<file path="src/rtl/rounder_arbiter_if.sv">
// rounder_arbiter_if
//   Groups the requester-side and result-side handshakes of rounder_arbiter.
//   Parameters:
//     NUM_REQ : number of requesters
//     ID_W    : requester id width (clog2(NUM_REQ))
//   Signals:
//     req_valid [NUM_REQ]     per-requester valid
//     req_data  [NUM_REQ*32]  requester i at bits [32*i+31:32*i]
//     req_ready [NUM_REQ]     one-hot grant, or all zero
//     out_valid / out_data / out_id / out_ready   result handshake
//   Modports:
//     slave  : the arbiter side
//     master : the producer/consumer side (testbench or surrounding logic)
interface rounder_arbiter_if #(
    parameter int NUM_REQ = 4,
    parameter int ID_W    = 2
);
    logic [NUM_REQ-1:0]    req_valid;
    logic [NUM_REQ*32-1:0] req_data;
    logic [NUM_REQ-1:0]    req_ready;
    logic                  out_valid;
    logic [31:0]           out_data;
    logic [ID_W-1:0]       out_id;
    logic                  out_ready;

    modport slave (
        input  req_valid,
        input  req_data,
        input  out_ready,
        output req_ready,
        output out_valid,
        output out_data,
        output out_id
    );

    modport master (
        output req_valid,
        output req_data,
        output out_ready,
        input  req_ready,
        input  out_valid,
        input  out_data,
        input  out_id
    );
endinterface

</file>
<file path="src/rtl/rounder_arbiter.sv">
// rounder_arbiter
//   Round-robin arbiter in front of a shared 2-stage rounding pipeline.
//   One word per cycle is accepted from NUM_REQ requesters; each result is
//   returned with the id of the requester that issued it.
//   Ports:
//     clk             in   rising-edge clock
//     rst_n           in   asynchronous active-low reset
//     bus             slave modport of rounder_arbiter_if (request/result handshakes)
//     stat_accept_cnt out  saturating count of accepted words      (ROUNDER_ARB_STATS_EN only)
//     stat_stall_cnt  out  saturating count of out_valid && !out_ready cycles (ROUNDER_ARB_STATS_EN only)
//   Optional feature macro: ROUNDER_ARB_STATS_EN
module rounder_arbiter #(
    parameter int NUM_REQ = 4,
    parameter int ID_W    = 2
) (
    input  logic clk,
    input  logic rst_n,
`ifdef ROUNDER_ARB_STATS_EN
    output logic [15:0] stat_accept_cnt,
    output logic [15:0] stat_stall_cnt,
`endif
    rounder_arbiter_if.slave bus
);

    localparam logic [30:0] HALF_RANGE = 31'h4000_0000;

    // R(x): sign passes through; magnitudes at or above 2^30 are offset and
    // rounded half-up, smaller magnitudes are simply halved.
    function automatic logic [31:0] round_word(input logic [31:0] x);
        logic [30:0] m;
        logic [30:0] f;
        logic [30:0] y;
        m = x[30:0];
        f = m - HALF_RANGE;
        if (m >= HALF_RANGE) begin
            y = (f >> 1) + {30'd0, f[0]};
        end else begin
            y = m >> 1;
        end
        return {x[31], y};
    endfunction

    logic [ID_W-1:0] ptr;
    logic [ID_W-1:0] winner;
    logic            found;
    logic [ID_W:0]   cand;
    logic [31:0]     win_data;

    logic            v1;
    logic [31:0]     x1;
    logic [ID_W-1:0] id1;
    logic            v2;
    logic [31:0]     d2;
    logic [ID_W-1:0] id2;

    logic            adv2;
    logic            s2_free;
    logic            move12;
    logic            s1_free;
    logic            xfer;

    // Circular priority search starting at ptr; cand carries one extra bit so
    // the wrap works for non-power-of-two NUM_REQ.
    always_comb begin
        found  = 1'b0;
        winner = '0;
        cand   = '0;
        for (int k = 0; k < NUM_REQ; k++) begin
            cand = {1'b0, ptr} + (ID_W+1)'(k);
            if (cand >= (ID_W+1)'(NUM_REQ)) begin
                cand = cand - (ID_W+1)'(NUM_REQ);
            end
            if (!found && bus.req_valid[cand[ID_W-1:0]]) begin
                found  = 1'b1;
                winner = cand[ID_W-1:0];
            end
        end
    end

    always_comb begin
        win_data = '0;
        for (int i = 0; i < NUM_REQ; i++) begin
            if (winner == ID_W'(i)) begin
                win_data = bus.req_data[32*i +: 32];
            end
        end
    end

    // S1 may load in the same cycle it hands its word to a draining S2, which
    // keeps a full pipeline moving at one word per cycle.
    assign adv2    = v2 && bus.out_ready;
    assign s2_free = !v2 || adv2;
    assign move12  = v1 && s2_free;
    assign s1_free = !v1 || move12;
    // rst_n gates the grant so req_ready stays low throughout reset.
    assign xfer    = rst_n && found && s1_free;

    always_comb begin
        bus.req_ready = '0;
        if (xfer) begin
            bus.req_ready[winner] = 1'b1;
        end
    end

    always_ff @(posedge clk or negedge rst_n) begin
        if (!rst_n) begin
            ptr <= '0;
        end else if (xfer) begin
            if (winner == ID_W'(NUM_REQ-1)) begin
                ptr <= '0;
            end else begin
                ptr <= winner + 1'b1;
            end
        end
    end

    always_ff @(posedge clk or negedge rst_n) begin
        if (!rst_n) begin
            v1  <= 1'b0;
            x1  <= '0;
            id1 <= '0;
        end else if (xfer) begin
            v1  <= 1'b1;
            x1  <= win_data;
            id1 <= winner;
        end else if (move12) begin
            v1  <= 1'b0;
        end
    end

    always_ff @(posedge clk or negedge rst_n) begin
        if (!rst_n) begin
            v2  <= 1'b0;
            d2  <= '0;
            id2 <= '0;
        end else if (move12) begin
            v2  <= 1'b1;
            d2  <= round_word(x1);
            id2 <= id1;
        end else if (adv2) begin
            v2  <= 1'b0;
        end
    end

    assign bus.out_valid = v2;
    assign bus.out_data  = d2;
    assign bus.out_id    = id2;

`ifdef ROUNDER_ARB_STATS_EN
    always_ff @(posedge clk or negedge rst_n) begin
        if (!rst_n) begin
            stat_accept_cnt <= '0;
        end else if (xfer && (stat_accept_cnt != 16'hFFFF)) begin
            stat_accept_cnt <= stat_accept_cnt + 16'd1;
        end
    end

    always_ff @(posedge clk or negedge rst_n) begin
        if (!rst_n) begin
            stat_stall_cnt <= '0;
        end else if (v2 && !bus.out_ready && (stat_stall_cnt != 16'hFFFF)) begin
            stat_stall_cnt <= stat_stall_cnt + 16'd1;
        end
    end
`endif

endmodule

</file>
<file path="src/flat_wrapper.sv">
// flat-port wrapper written by rule: the top's interface ports become plain ports
module rounder_arbiter_flat 
#(
    parameter int NUM_REQ = 4,
    parameter int ID_W    = 2
)
  (clk, rst_n, bus_req_valid, bus_req_data, bus_out_ready, bus_req_ready, bus_out_valid, bus_out_data, bus_out_id);
  rounder_arbiter_if #(.NUM_REQ(NUM_REQ), .ID_W(ID_W)) bus_i ();
  input  logic clk;
  input  logic rst_n;
  input wire logic [$bits(bus_i.req_valid)-1:0] bus_req_valid;
  input wire logic [$bits(bus_i.req_data)-1:0] bus_req_data;
  input wire logic [$bits(bus_i.out_ready)-1:0] bus_out_ready;
  output wire logic [$bits(bus_i.req_ready)-1:0] bus_req_ready;
  output wire logic [$bits(bus_i.out_valid)-1:0] bus_out_valid;
  output wire logic [$bits(bus_i.out_data)-1:0] bus_out_data;
  output wire logic [$bits(bus_i.out_id)-1:0] bus_out_id;
  assign bus_i.req_valid = bus_req_valid;
  assign bus_i.req_data = bus_req_data;
  assign bus_i.out_ready = bus_out_ready;
  assign bus_req_ready = bus_i.req_ready;
  assign bus_out_valid = bus_i.out_valid;
  assign bus_out_data = bus_i.out_data;
  assign bus_out_id = bus_i.out_id;
  rounder_arbiter #(.NUM_REQ(NUM_REQ), .ID_W(ID_W)) u_core (.clk(clk), .rst_n(rst_n), .bus(bus_i));
endmodule
</file>
<file path="config.mk">
export PLATFORM = sky130hd
export DESIGN_NAME = rounder_arbiter_flat
export DESIGN_NICKNAME = d
export VERILOG_FILES = /design/src/rtl/rounder_arbiter_if.sv /design/src/rtl/rounder_arbiter.sv /design/src/flat_wrapper.sv
export SDC_FILE = /design/constraint.sdc
export NUM_CORES = 1
export LEC_CHECK = 0
export ABC_AREA = 0
export BUFFER_PORTS_ARGS = -buffer_cell sky130_fd_sc_hd__buf_2
export CAP_MARGIN = 20
export CORE_UTILIZATION = 44
export DETAILED_ROUTE_END_ITERATION = 7
export PLACE_DENSITY = 0.81
export SLEW_MARGIN = 10
export SYNTH_ARGS = -nofsm -noshare
export SYNTH_HDL_FRONTEND = slang
export SYNTH_SLANG_ARGS = --single-unit
</file>
<file path="constraint.sdc">
create_clock -name clk -period 2.4 [get_ports clk]
set_input_delay 0.24 -clock clk [delete_from_list [all_inputs] [get_ports clk]]
set_output_delay 0.24 -clock clk [all_outputs]
set_load 0.01 [all_outputs]
</file>
==> flow_summary.toml, run 1 <==
[drt]
drt-total-wl_um = 14600
via_per_inst = 5.83
vias = 4790
ant_nets = 0
drc = 0
drt_pass1_iterations = 5
wl_per_cell_um = 17.8
drt_iter0_markers = 219

[place]
hpwl_um = 10100
place_ws_ns = -0.0996
port_buffers = 173
place_inst = 792
place_congestion = 0.836

[status]
outcome = "finished clean"

[clock_network]
insertion_delay_ns = 0.34
cts_hold_buf = 0
cts_buffer_depth = 2
cts_tree = "built"
cts_sinks = 72
numCtsBuffers = 9
clk_pin_slew_ns = 0.08
htree_levels = 3
clockRootBuffer = "clkbuf_8"

[yosys]
ys_seq_area_share_pct = 41.4
synth_warnings = 0
yosysMostFrequentCell = "dfrtp_1"
syn_nets = 656
postSynthCellCount = 514
syn-cell-area_um2 = 4350
syn_area_per_cell_um2 = 8.47
ys_types = 43
async_flop_share_pct = 100
synthFlopType = "dfrtp_1"
synth_edf_count = 0
synth_area_leader_cell = "dfrtp_1"
synth_seq_cells = 72
netlist_top_cells_count = "dfrtp_1, a21oi_1, nor2_1"
synthDominantCellAreaShare_pct = 41.4
netlist_top_cells_area = "dfrtp_1, a21oi_1, a221oi_1"

[job]
maxCapViolCount = 0

[layout]
fin_nets = 829
multi_input_area_um2 = 2320
layoutNonFillerInstCount = 822
area_delta_synth_final_pct = 35.9
fillCellCount = 820
seq_area_um2 = 1800
drive_gt1_share_pct = 34.8

[worst_setup_path]
slowest_delay_ns = 0.42
cp_num_cells = 7
crit_arrival_ns = 2.11
reg2reg_depth = 9
cp_max_fo = 17
crit_buf_inv = 3
crit_chain = "buf_4 > a221oi_4 > and2_4 > ha_4 > buf_12 > and2_1 > buf_2"
cp_slowest_cell = "dfrtp_1"
crit_required_ns = 2.16
path_delay_family = "buffers and inverters"
worstSetupPathType = "register to output pin"
crit_path_end_kind = "output pin"
cp-start-kind = "register"
r2r_setup_slack_ns = 0.08

[power_and_ir_drop]
p_per_area_nw_per_um2 = 1140
ir_drop_mv = 0.507
cellLeakagePower_nw = 2.82

[global_routing]
grt_usage_pct = 28.3
grt_pass1_wl_um = 22400
antenna_found_initial = 1
grt_pass1_vias = 4541
gr-total-overflow = 0
grt_max_degree = 73

[die]
io_pins = 174
die_x_um = 101
die_area_um2 = 10300
core_um2 = 9420
initial_core_util_pct = 46.2
rows = 35
die-height_um = 101

[sta]
finClkSkew_ns = 0.0106
drv_slew = 0
rsz0062_at_grt = "yes"
finalSetupViolCount = 0
fin_crit_sh_pct = 98.0
slew-limit-headroom_pct = 39.1
tightest_slew_ns = 0.914
tns_ns = 0
hold_violations = 0
setup_ws_ns = 0.0477
timing.hold.ws_ns = 0.123
fin_crit_ns = 2.35
fmax_mhz = 425

[worst_hold_path]
hold_path_class = "input pin to asynchronous set/reset pin"
[state kept, by name (all words and copies together), names as in the netlist]
register,count
u_core.x1,32
u_core.bus.out_data,32
u_core.bus.out_id,2
u_core.bus.out_valid,1
u_core.v1,1
u_core.ptr,2
u_core.id1,2
[where the power goes]
part | total, mW | switching, mW | leakage, nW | internal [mW]
registers | 2.29 | 0.567 | 0.833 | 1.72
clock network | 1.18 | 0.459 | 0.124 | 0.720
logic | 3.30 | 1.73 | 1.86 | 1.58
[timing repair]
| action | in CTS | in global routing |
|---|---|---|
| gates cloned | 2 | 1 |
| pin swaps | 0 | 1 |
| buffers inserted | 2 | 8 |
| endpoints found under the setup margin | 35 | 37 |
| gates resized for setup | 6 | 9 |
[metrics by stage]
stage	utilization (%)	instance area (um2)	total power [mW]
6_report	62.8	5920	6.77
5_1_grt	62.8	5920	7.20
4_1_cts	61.4	5780	6.56
3_5_place_dp	57.6	5420	5.16
3_3_place_gp	57.6	5420	5.01
2_1_floorplan	-	4350	3.99
[cell type report]
cell class	count	area share, %
multi-input combinational	358	39.2
inverter	40	2.54
clock inverter	5	1.76
antenna	1	0.0423
timing repair buffer	206	20.9
tap	129	2.73
clock buffer	11	2.39
sequential	72	30.5
[metal layers]
layer | up-vias | share of wire (%) | GRT usage, %
met2 | 251 | 47 | 45.4
li1 | 2238 | - | -
met4 | 0 | 2.7 | 12.2
met5 | - | 0 | 0
met3 | 30 | 7.1 | 4.69
met1 | 2271 | 44 | 38.1
[worst register-to-register path, stage by stage (launching register included)]
cell and delay, ns:
dfrtp_1 0.42, nand2b_1 0.17, nor2b_1 0.15, o22ai_2 0.25
inv_2 0.13, ha_4 0.19, buf_4 0.15, bufbuf_16 0.31
a211o_1 0.29, a22oi_1 0.16
[path summary, 6_finish.rpt]
kind	from	to
setup / recovery	u_core.ptr[0]	bus_req_ready[1]
hold / removal	rst_n	u_core.x1[0]
setup reg to reg	u_core.ptr[0]	u_core.x1[18]
hold reg to reg	u_core.bus.out_data[3]	u_core.bus.out_data[3]
max in group asynchronous	rst_n	u_core.ptr[1]
min in group clk	bus_req_data[123]	u_core.x1[27]
[kinds of logic (layout without fill, tap and decap cells)]
kind of cell               count (synthesis)  in the layout  share of synthesized area, %
and+or+nand+nor                          154            154                          18.0
adders and majority gates                  7              7                          2.01
xor gates and xnor gates                  11             11                          2.21
muxes                                      3              3                         0.719
buffers and inverters                     84            262                          7.45
AOI/OAI and AO/OA                        183            183                          28.2
DFF                                       72             72                          41.4
other                                      0              1                             0
[cell usage in the layout (no fill, tap or decap), types with 5 or more instances in the layout]
cell      netlist  final
xnor2_1         7      7
a31oi_1        15     15
a22oi_1         5      5
inv_1          40     39
and4_1          6      5
a211o_1        32     32
buf_4           0     27
o31ai_1         7      7
nand3_1        11     11
nor2_1         46     46
and2_1          9      8
dfrtp_1        72     71
a221oi_1       33     31
o21ai_0        20     20
a21oi_1        63     61
clkbuf_8        0     10
nand2_1        39     38
or3_1           5      5
or4_1          11     11
buf_2           1    172
nand4_1        11     11
Power figures use the tool's default switching activity.
==> run 2: changes to the inputs <==
- CORE_UTILIZATION: 44 -> 46
- CTS_BUF_LIST: not set -> sky130_fd_sc_hd__clkbuf_4
- GPL_TIMING_DRIVEN: not set -> 0
- PLACE_DENSITY: 0.81 -> 0.84
==> flow_summary.toml, run 2 (synthesis results as in run 1) <==
[status]
outcome = "finished, violations left"
violations = "setup timing"

[drt]
ant_nets = 0
drt-total-wl_um = 14600
wl_per_cell_um = 17.4
met1_length_um = 5950
wl_met3_um = 1100
drt_iter0_markers = 470
maxUsedRoutingLayer = "met4"
via_per_inst = 5.99
drt_pass1_iterations = 8
wl_met2_um = 6920
vias = 5010
drc = 0

[global_routing]
antenna_found_initial = 0
grt_usage_pct = 29.4
grt_max_degree = 41
grt_pass1_vias = 4893
gr-total-overflow = 0
grt_pass1_wl_um = 23000

[power_and_ir_drop]
cellLeakagePower_nw = 2.86
power_frac_seq_pct = 35.5
swShare_pct = 44.3
p_int_mw = 3.55
p_per_area_nw_per_um2 = 1060
ir_drop_mv = 0.463
p_comb_share_pct = 54.4
power_switching_mw = 2.83
clkPwrFrac_pct = 10.1

[worst_setup_path]
crit_arrival_ns = 2.27
slowest_delay_ns = 0.43
crit_buf_inv = 3
r2r_start = "u_core.ptr[1]"
cp_slowest_cell = "dfrtp_1"
worstSetupPathType = "register to output pin"
crit_chain = "nand2b_4 > a21oi_2 > a221oi_2 > nand2_1 > ha_2 > clkbuf_16 > clkbuf_16 > and2_4 > buf_6"
crit_required_ns = 2.16
cp-start-kind = "register"
timing.rr.end = "u_core.x1[5]"
reg2reg_depth = 11
path_delay_family = "simple AND/OR/NAND/NOR gates"
cpMostUsedCell = "clkbuf_16"
r2r_setup_slack_ns = -0.01
cp_max_fo = 5
crit_path_end_kind = "output pin"

[die]
die_x_um = 99.3
initial_core_util_pct = 47.3
die_area_um2 = 9850
io_pins = 174
core_um2 = 9200
rows = 35
die-height_um = 99.3

[worst_hold_path]
min_to = "u_core.v1"
min_from = "bus_req_valid[2]"
hold_path_depth = 3
hold_path_class = "input pin to register"

[place]
place_congestion = 0.932
placed_area_um2 = 5380
place_ws_ns = -0.699
port_buffers = 173
hpwl_um = 10600

[sta]
rsz0062_at_grt = "yes"
tightest_slew_ns = 0.832
finalSetupViolCount = 4
finClkSkew_ns = 0.0140
timing.hold.ws_ns = 0.0918
fmax_mhz = 399
fin_crit_sh_pct = 104
fin_crit_ns = 2.51
setup_ws_ns = -0.105
hold_violations = 0
slew-limit-headroom_pct = 44.5
drv_slew = 0

[clock_network]
htree_levels = 3
clockRootBuffer = "clkbuf_4"
cts_buffer_depth = 2
clk_pin_slew_ns = 0.13
numCtsBuffers = 9
cts_sinks = 72
cts_tree = "built"
insertion_delay_ns = 0.42

[layout]
final_area_um2 = 6000
fin_nets = 862
mostFrequentLayoutCell = "buf_2"
drive_gt1_share_pct = 36.1
area_delta_synth_final_pct = 37.9
mostFrequentLayoutCells = "buf_2, dfrtp_1, a21oi_1, nor2_1"
diodes = 0

[job]
maxCapViolCount = 0
## run 2: cell count changes in the layout (fill, tap and decap cells not counted), sizes merged
cell         previous run  this run
clkbuf                 12        36
buf                   203       210
clkinv                  2         6
bufinv                  3         0
bufbuf                  2         0
dlygate4sd3             0         2
clkinvlp                0         1
diode                   1         0
## run 2: area by class of cell
class	count	area [um2]
buffer	41	273
tap	111	139
clock inverter	7	38.8
multi-input combinational	358	2410
timing repair buffer	198	1120
clock buffer	9	67.6
sequential	72	1800
fill	762	3190
inverter	40	150
## run 2: power by group through the flow
stage,sequential [mW],clock (mW),combinational [mW]
3_3_place_gp,2.22,0,2.70
4_1_cts,2.23,0.629,3.12
2_1_floorplan,2.21,0,1.78
5_1_grt,2.32,0.680,3.76
3_5_place_dp,2.26,0,2.80
6_report,2.27,0.641,3.47
## run 2: what timing repair did
item	in CTS	in global routing
hold buffers	5	0
endpoints found under the setup margin	35	40
pin swaps	4	7
hold endpoints to repair	32	0
setup buffers	9	10
resized for setup	40	46
## run 2: per-stage QoR
step	util [%]	setup TNS, ns	cells	power (mW)
2_1_floorplan	-	-0.375	514	3.99
3_3_place_gp	58.3	-26.82	798	4.93
3_5_place_dp	58.5	-20.18	799	5.05
4_1_cts	63.0	-0.0488	828	5.98
5_1_grt	65.3	-0.844	836	6.77
6_report	65.3	-0.120	836	6.38
## run 2: worst min-delay path, stage by stage
cell and delay, ns:
buf_2 0.11, o41ai_1 0.08, nand2_1 0.05
## run 2: worst max path at each step
stage / start / cells after the start / slack, ns / end
6_report: u_core.ptr[0] / 9 / -0.11 / bus_req_ready[2]
5_1_grt: u_core.ptr[0] / 9 / -0.14 / bus_req_ready[2]
4_1_cts: u_core.ptr[0] / 9 / -0.03 / bus_req_ready[3]
3_5_place_dp: bus_req_valid[1] / 11 / -0.70 / u_core.x1[13]
3_3_place_gp: rst_n / 6 / -0.76 / u_core.x1[24]
2_1_floorplan: bus_req_valid[1] / 10 / -0.02 / u_core.x1[10]
## run 2: layer usage
layer  up-vias  track usage, %
met1      2330            38.1
met2       307            49.0
met3        68            3.58
li1       2305               -
met4         0            13.9
met5         -               0
==> run 3: changes to the inputs <==
- SETUP_SLACK_MARGIN: not set -> 0.15
- TNS_END_PERCENT: not set -> 1
==> flow_summary.toml, run 3 (synthesis results as in run 1) <==
[clock_network]
cts_tree = "built"
htree_levels = 3
clockRootBuffer = "clkbuf_4"
clk_pin_slew_ns = 0.11
cts_sinks = 72
insertion_delay_ns = 0.44
cts_buffer_depth = 2
numCtsBuffers = 9

[sta]
finClkSkew_ns = 0.00995
fin_crit_sh_pct = 103
finalSetupViolCount = 14
slew-limit-headroom_pct = 51.5
drv_slew = 0
tightest_slew_ns = 0.728
timing.hold.ws_ns = 0.0995
rsz0062_at_grt = "yes"
hold_violations = 0
fmax_mhz = 404
setup_ws_ns = -0.0734
fin_crit_ns = 2.47

[die]
rows = 35
die-height_um = 99.3
die_area_um2 = 9850
die_x_um = 99.3
io_pins = 174
core_um2 = 9200
initial_core_util_pct = 47.3

[worst_setup_path]
cp-start-kind = "register"
crit_required_ns = 2.16
cp_max_fo = 6
worstSetupPathType = "register to output pin"
cp_slowest_cell = "dfrtp_2"
crit_arrival_ns = 2.23
crit_chain = "buf_12 > a221oi_4 > and2_4 > ha_4 > buf_8 > buf_8 > and2_4 > buf_6"
crit_path_end_kind = "output pin"
slowest_delay_ns = 0.49

[status]
violations = "setup timing"
outcome = "finished, violations left"

[layout]
fillCellCount = 761
mostFrequentLayoutCells = "buf_2, dfrtp_1, nor2_1, a21oi_1, inv_1"
drive_gt1_share_pct = 39.6
layoutNonFillerInstCount = 836
final_area_um2 = 6170
mostFrequentLayoutCell = "buf_2"
area_delta_synth_final_pct = 41.7
fin_nets = 863

[drt]
drc = 0
ant_nets = 0
drt-total-wl_um = 15100
vias = 4955
via_per_inst = 5.93
drt_pass1_iterations = 5
drt_iter0_markers = 298
wl_per_cell_um = 18.1

[place]
port_buffers = 173
place_inst = 799
place_ws_ns = -0.419
place_congestion = 0.894
placed_area_um2 = 5390
hpwl_um = 10900

[global_routing]
grt_max_degree = 40
grt_pass1_vias = 4727
antenna_found_initial = 0
grt_pass1_wl_um = 23000
grt_usage_pct = 30.0
gr-total-overflow = 0

[power_and_ir_drop]
p_per_area_nw_per_um2 = 1080
ir_drop_mv = 0.616
cellLeakagePower_nw = 2.91

[job]
maxCapViolCount = 0

[worst_hold_path]
hold_path_class = "input pin to register"
run 3: worst paths after layout:
check	start	slack, ns	end	depth (start not counted)
worst max-delay path	u_core.ptr[1]	-0.07	bus_req_ready[1]	8
worst min-delay path	bus_req_data[123]	0.1	u_core.x1[27]	3
worst max register to register	u_core.ptr[1]	-0.05	u_core.x1[5]	11
worst min register to register	u_core.bus.out_data[3]	0.49	u_core.bus.out_data[3]	2
max in group asynchronous	rst_n	1.69	u_core.x1[12]	4
min in group asynchronous	rst_n	0.50	u_core.bus.out_data[25]	4
run 3: layout make-up:
class / count / area, um2 / area share (%)
Buffer: 44 / 302 / 4.89
Clock inverter: 2 / 8.76 / 0.142
Antenna cell: 1 / 2.50 / 0.0406
Multi-Input combinational cell: 358 / 2540 / 41.2
Clock buffer: 12 / 90.1 / 1.46
Inverter: 40 / 150 / 2.44
Sequential cell: 72 / 1800 / 29.3
Tap cell: 111 / 139 / 2.25
Timing Repair Buffer: 196 / 1130 / 18.3
run 3: per-layer routing:
metal	track usage (%)	vias up	routed length [um]
met5	0	-	0
met4	12.8	0	463
met3	5.62	45	1220
met2	50.3	280	7300
met1	38.2	2324	6140
li1	-	2306	-
run 3: worst max-delay path, delay by kind of cell, from the launching register on:
family | cells | cell delay [ns]
adders and majority gates | 1 | 0.14
buffers and inverters | 4 | 0.46
DFF | 1 | 0.49
and+or+nand+nor | 2 | 0.37
AOI/OAI and AO/OA | 1 | 0.32
run 3: per-stage QoR:
step | util [%] | power [mW] | setup TNS [ns]
floorplan | - | 4.01 | 0
global placement | 58.4 | 4.97 | -28.48
detailed placement | 58.6 | 5.08 | -12.68
CTS | 64.3 | 6.20 | -0.0663
global route | 67.0 | 7.04 | -1.78
finish | 67.0 | 6.64 | -0.376
run 3: what timing repair did:
action,CTS,global route
setup buffers,13,4
hold buffers,2,1
endpoints found under the setup margin,40,39
resized for setup,63,53
cloned,2,0
pin swaps,31,22
hold endpoints to repair,35,72
run 3: power breakdown:
group | switching (mW) | internal (mW)
Clock | 0.400 | 0.233
Combinational | 2.01 | 1.75
Sequential | 0.529 | 1.72
Total | 2.94 | 3.71
